[src/rtl/ram_port_queue.sv]
// Per-port Wishbone request queue in front of the dual-bank RAM arbiter.
// Optional same-cycle bypass of an empty, idle queue: define RAM_PORT_QUEUE_BYPASS_EN.
`ifndef ADDR_WIDTH
`define ADDR_WIDTH 14
`endif
`ifndef DATA_WIDTH
`define DATA_WIDTH 32
`endif

module ram_port_queue #(
    parameter int DEPTH           = 4,
    parameter int MAX_OUTSTANDING = 2
) (
    input  logic                   clk_i,
    input  logic                   rst_i,
    input  logic                   m_stb_i,
    input  logic [3:0]             m_we_i,
    input  logic [`ADDR_WIDTH-1:0] m_addr_i,
    input  logic [`DATA_WIDTH-1:0] m_data_i,
    output logic                   m_stall_o,
    output logic                   m_ack_o,
    output logic [`DATA_WIDTH-1:0] m_data_o,
    output logic                   wb_stb_o,
    output logic [3:0]             wb_we_o,
    output logic [`ADDR_WIDTH-1:0] wb_addr_o,
    output logic [`DATA_WIDTH-1:0] wb_data_o,
    input  logic                   wb_stall_i,
    input  logic                   wb_ack_i,
    input  logic [`DATA_WIDTH-1:0] wb_data_i
);

    localparam int AW    = `ADDR_WIDTH;
    localparam int DW    = `DATA_WIDTH;
    localparam int PTR_W = (DEPTH > 1) ? $clog2(DEPTH) : 1;
    localparam int CNT_W = PTR_W + 1;

    typedef struct packed {
        logic [3:0]    we;
        logic [AW-1:0] addr;
        logic [DW-1:0] data;
    } entry_t;

    entry_t            mem_q [DEPTH];
    logic [PTR_W-1:0]  wr_ptr_q, wr_ptr_d;
    logic [PTR_W-1:0]  rd_ptr_q, rd_ptr_d;
    logic [CNT_W-1:0]  count_q, count_d;
    logic [1:0]        outstanding_q, outstanding_d;
    logic              last_bank_q, last_bank_d;
    logic [AW-1:0]     last_addr_q, last_addr_d;
    logic              m_ack_q, m_ack_d;
    logic [DW-1:0]     m_data_q, m_data_d;

    entry_t            m_entry;
    entry_t            head;
    entry_t            issue_entry;
    logic              fifo_empty;
    logic              fifo_full;
    logic              head_ok;
    logic              bypass;
    logic              wb_stb;
    logic              issue;
    logic              push;
    logic              pop;
    logic              ack_ok;

    always_comb begin
        m_entry    = '{we: m_we_i, addr: m_addr_i, data: m_data_i};
        head       = mem_q[rd_ptr_q];
        fifo_empty = (count_q == '0);
        fifo_full  = (count_q == CNT_W'(DEPTH));
        // A new bank may only be issued once every read on the old bank has returned.
        head_ok    = !fifo_empty
                     && (outstanding_q < 2'(MAX_OUTSTANDING))
                     && ((outstanding_q == '0) || (head.addr[AW-1] == last_bank_q));
`ifdef RAM_PORT_QUEUE_BYPASS_EN
        bypass     = fifo_empty && (outstanding_q == '0) && m_stb_i;
`else
        bypass     = 1'b0;
`endif
        wb_stb      = head_ok || bypass;
        issue_entry = bypass ? m_entry : head;
        issue       = wb_stb && !wb_stall_i;
        pop         = issue && !bypass;
        push        = m_stb_i && !fifo_full && !(bypass && issue);
        ack_ok      = wb_ack_i && (outstanding_q != '0);
    end

    always_comb begin
        wr_ptr_d      = push ? wr_ptr_q + 1'b1 : wr_ptr_q;
        rd_ptr_d      = pop  ? rd_ptr_q + 1'b1 : rd_ptr_q;
        count_d       = count_q;
        if (push && !pop) count_d = count_q + 1'b1;
        if (pop && !push) count_d = count_q - 1'b1;
        outstanding_d = outstanding_q;
        if (issue && !ack_ok) outstanding_d = outstanding_q + 1'b1;
        if (ack_ok && !issue) outstanding_d = outstanding_q - 1'b1;
        last_bank_d   = issue ? issue_entry.addr[AW-1] : last_bank_q;
        last_addr_d   = issue ? issue_entry.addr : last_addr_q;
        m_ack_d       = ack_ok;
        m_data_d      = ack_ok ? wb_data_i : m_data_q;
    end

    always_ff @(posedge clk_i) begin
        if (push) mem_q[wr_ptr_q] <= m_entry;
    end

    always_ff @(posedge clk_i) begin
        if (rst_i) begin
            wr_ptr_q      <= '0;
            rd_ptr_q      <= '0;
            count_q       <= '0;
            outstanding_q <= '0;
            last_bank_q   <= 1'b0;
            last_addr_q   <= '0;
            m_ack_q       <= 1'b0;
            m_data_q      <= '0;
        end else begin
            wr_ptr_q      <= wr_ptr_d;
            rd_ptr_q      <= rd_ptr_d;
            count_q       <= count_d;
            outstanding_q <= outstanding_d;
            last_bank_q   <= last_bank_d;
            last_addr_q   <= last_addr_d;
            m_ack_q       <= m_ack_d;
            m_data_q      <= m_data_d;
        end
    end

    // Idle address parks on the last issued bank so the arbiter read mux stays put.
    assign wb_stb_o  = wb_stb;
    assign wb_we_o   = wb_stb ? issue_entry.we   : 4'b0;
    assign wb_addr_o = wb_stb ? issue_entry.addr : last_addr_q;
    assign wb_data_o = wb_stb ? issue_entry.data : '0;
    assign m_stall_o = fifo_full;
    assign m_ack_o   = m_ack_q;
    assign m_data_o  = m_data_q;

endmodule

[config.mk]
export PLATFORM = sky130hd
export DESIGN_NAME = ram_port_queue
export DESIGN_NICKNAME = d
export VERILOG_FILES = /design/src/rtl/ram_port_queue.sv
export SDC_FILE = /design/constraint.sdc
export NUM_CORES = 1
export LEC_CHECK = 0
export CAP_MARGIN = 15
export CORE_MARGIN = 2
export CORE_UTILIZATION = 30
export CTS_CLUSTER_SIZE = 14
export DETAILED_ROUTE_END_ITERATION = 10
export PLACE_DENSITY = 0.62
export SYNTH_ARGS = -nofsm -noshare
export SYNTH_HDL_FRONTEND = slang
export SYNTH_SLANG_ARGS = --single-unit
[constraint.sdc]
create_clock -name clk_i -period 3.3 [get_ports clk_i]
set_clock_uncertainty 0.2 [all_clocks]
set_input_delay 0.495 -clock clk_i [delete_from_list [all_inputs] [get_ports clk_i]]
set_output_delay 0.495 -clock clk_i [all_outputs]
set_load 0.1 [all_outputs]
==> impl_metrics.sql <==
INSERT INTO impl_metrics (metric_group, metric, value, unit) VALUES
('grt', 'grtUsageTotal', '12.1', '%'),
('timing', 'finalHoldViolations', '0', ''),
('grt', 'grt_start_max_net_pins', '51', ''),
('clock_network', 'cts-buffers-inserted', '29', ''),
('clock_network', 'cts-root-buf', 'clkbuf_16', ''),
('hold_path', 'hold_path_class', 'reg -> reg', ''),
('final_layout', 'finish.net_count', '877', ''),
('clock_network', 'htree_num_levels', '1', ''),
('floorplanning', 'core_box_area', '33400', 'sq um'),
('timing', 'worst_slack', '0.0956', 'ns'),
('yosys', 'ys_seq_elements', '258', ''),
('yosys', 'ys_seq_area_share', '71.0', '%'),
('critical_path', 'critical_path.endpoint', 'wb_data_o[7]', ''),
('detailed_routing', 'drt-total-wl', '21500', 'um'),
('critical_path', 'cp_data_arrival_time', '2.51', 'ns'),
('critical_path', 'reg2reg_setup_slack', '0.60', 'ns'),
('floorplanning', 'io-pin-count', '172', ''),
('place', 'finalWeightedCongestion', '0.751', ''),
('yosys', 'synth_area_per_cell', '17.0', 'sq um'),
('critical_path', 'timing.critical_path.buf_inv', '2', ''),
('clock_network', 'clock_tree.buffer_depth', '3', ''),
('floorplanning', 'std_cell_rows', '67', ''),
('critical_path', 'timing.critical_path.slowest_stage_cell', 'mux2i_2', ''),
('floorplanning', 'die_w', '187', 'um'),
('timing', 'maxSlewHeadroom', '46.1', '%'),
('floorplanning', 'dieArea', '35100', 'sq um'),
('detailed_routing', 'detail_route.wl_per_cell', '17.1', 'um'),
('clock_network', 'clk-insertion-delay-late', '0.55', 'ns'),
('timing', 'finalSetupViolCount', '0', ''),
('critical_path', 'critPathCaptureType', 'output port', ''),
('critical_path', 'path_depth', '6', ''),
('detailed_routing', 'via_count_of_the_routed_design', '5525', ''),
('critical_path', 'cpLargestDelayFamily', 'multiplexers', ''),
('final_layout', 'layout.cells.most_common_list', '200 x edfxtp_1, 85 x clkdlybuf4s50_1, 64 x nand2_1', ''),
('outcome', 'run_status', 'finished, final reports clean', ''),
('clock_network', 'cts.sinks', '258', ''),
('detailed_routing', 'firstDrtPassIters', '5', ''),
('timing', 'timing.final.max_slew_violations', '0', ''),
('critical_path', 'cp_data_required_time', '2.60', 'ns'),
('hold_path', 'timing.hold.worst_path_depth', '2', ''),
('yosys', 'ys_types', '34', ''),
('detailed_routing', 'drt_first_iter_violations', '290', ''),
('critical_path', 'timing.rr.end', 'count_q[2]', ''),
('timing', 'fin_crit', '3.20', 'ns'),
('run', 'max_cap_viol_count', '0', ''),
('place', 'place_area', '12800', 'sq um'),
('timing', 'fmax', '0.312', 'GHz'),
('detailed_routing', 'route.detailed.vias_per_inst', '4.41', ''),
('yosys', 'synthesis.nets', '689', ''),
('place', 'dp_hpwl', '12500', 'um'),
('critical_path', 'cells_on_worst_reg2reg_path', '10', ''),
('detailed_routing', 'ant_nets', '0', ''),
('floorplanning', 'fp.dieH', '187', 'um'),
('grt', 'overflow_left_after_global_routing', '0', ''),
('grt', 'wire_length_of_the_first_global_routing_pass', '33300', 'um'),
('final_layout', 'fraction_of_layout_cells_with_a_size_suffix_above_1', '29.8', '%'),
('clock_network', 'path_clk_slew', '0.05', 'ns'),
('timing', 'fin_crit_sh', '97.1', '%'),
('timing', 'tightestPinTransition', '0.809', 'ns'),
('final_layout', 'layout_commonest_cell', 'edfxtp_1', ''),
('critical_path', 'path_cells', 'mux2i_1 > mux2i_2 > nand3_4 > buf_4 > nor2b_1 > buf_12', ''),
('critical_path', 'cpPeakStageDelay', '0.38', 'ns'),
('yosys', 'syn-instance-count', '595', ''),
('critical_path', 'worstSetupPathType', 'reg -> out', ''),
('grt', 'grt_antenna_before_repair', '0', ''),
('timing', 'rsz0062_at_grt', 'true', ''),
('grt', 'first_global_vias', '5833', ''),
('place', 'post-place-ws', '0.463', 'ns'),
('final_layout', 'antenna_cells', '0', ''),
('critical_path', 'timing.critical_path.from_type', 'flip-flop', ''),
('yosys', 'ys.warnings.count', '0', ''),
('floorplanning', 'initial_core_util', '30.2', '%'),
('place', 'io_buffers', '171', ''),
('clock_network', 'tritoncts_clock_tree', 'done', ''),
('yosys', 'mapped_area', '10100', 'sq um'),
('final_layout', 'areaGrowthSynthToFinish', '36.8', '%'),
('critical_path', 'worst_path_maximum_fanout', '23', ''),
('detailed_routing', 'drc', '0', ''),
('final_layout', 'postLayoutCellArea', '13800', 'sq um');
timing repair:
action,in CTS,in global routing
hold buffers,0,0
resized for setup,1,3
cloned,0,1
buffers inserted,0,6
endpoints found under the setup margin,1,23
through the flow:
stage          util [%]  std cells  hold slack, ns  TNS [ns]
6_report           41.4       1253           0.253         0
5_1_grt            41.4       1253           0.270    -0.384
3_3_place_gp       38.4       1193           0.242         0
4_1_cts            41.1       1246           0.256         0
2_1_floorplan         -        595           0.251     -2.68
3_5_place_dp       38.4       1193           0.248         0
tightest hold or removal path, cell delays in order (launching register included):
cell and delay [ns]:
dfxtp_1 0.30, nand2_1 0.05, a21oi_1 0.05
cell type report:
cell class                 instances  area [sq um]
tap                              448           561
clock buffer                      39           763
inverter                           9          33.8
timing repair buffer             192          2390
multi-input combinational        293          2760
clock inverter                    14           128
fill                            3040         19600
sequential                       258          7170
Yosys cell counts, drive strengths merged:
library cell | n | share of area, %
buf | 16 | 1.2
nand3 | 3 | 0.32
nor3 | 2 | 0.099
and3b | 1 | 0.087
and4 | 1 | 0.087
and2 | 4 | 0.25
edfxtp | 200 | 60
nor2 | 10 | 0.37
nand2b | 28 | 1.7
mux2 | 18 | 2.5
nand2 | 64 | 2.4
nor3b | 2 | 0.15
dfxtp | 58 | 12
o21ai | 3 | 0.15
nor2b | 39 | 2.4
a21oi | 35 | 1.7
inv | 9 | 0.33
ha | 6 | 0.74
clkbuf | 19 | 0.71
mux2i | 19 | 1.9
fa | 1 | 0.20
xor2 | 3 | 0.26
mux4 | 49 | 11
xnor2 | 2 | 0.17
or3 | 2 | 0.12
nand3b | 1 | 0.074
state kept, by name, summed over array words and instances (netlist names), named ones only:
signal,flops
m_ack_o,1
outstanding_q,2
m_data_o,32
rd_ptr_q,2
wr_ptr_q,2
count_q,3
last_bank_q,1
last_addr_q,13
mem_q,200
worst min-delay path by stage:
stage / from / endpoint / slack [ns]
after floorplan: last_addr_q[3] / last_addr_q[3] / 0.25
after global placement: m_data_o[1] / m_data_o[1] / 0.24
after detailed placement: m_data_o[0] / m_data_o[0] / 0.25
after CTS: m_data_o[25] / m_data_o[25] / 0.26
after global routing: m_data_o[18] / m_data_o[18] / 0.27
final: m_data_o[18] / m_data_o[18] / 0.25
kinds of logic (layout without fill, tap and decap cells):
group,after synthesis,count (layout),synth area share [%]
compound gates,38,38,1.88
xor+xnor,5,5,0.434
fa+ha+maj,7,7,0.942
buf+inv,44,254,2.23
flops,258,258,71.0
mux,86,86,15.4
simple gates,157,157,8.10
per-layer routing:
metal	track usage, %	up-vias	wire, um
li1	-	2605	-
met3	3.49	36	1530
met2	20.3	167	10300
met4	3.06	0	439
met1	15.5	2717	9180
met5	0	-	0
Power is not shown: default switching activity piles up to over one toggle a cycle in this logic, so the estimate is an artifact.
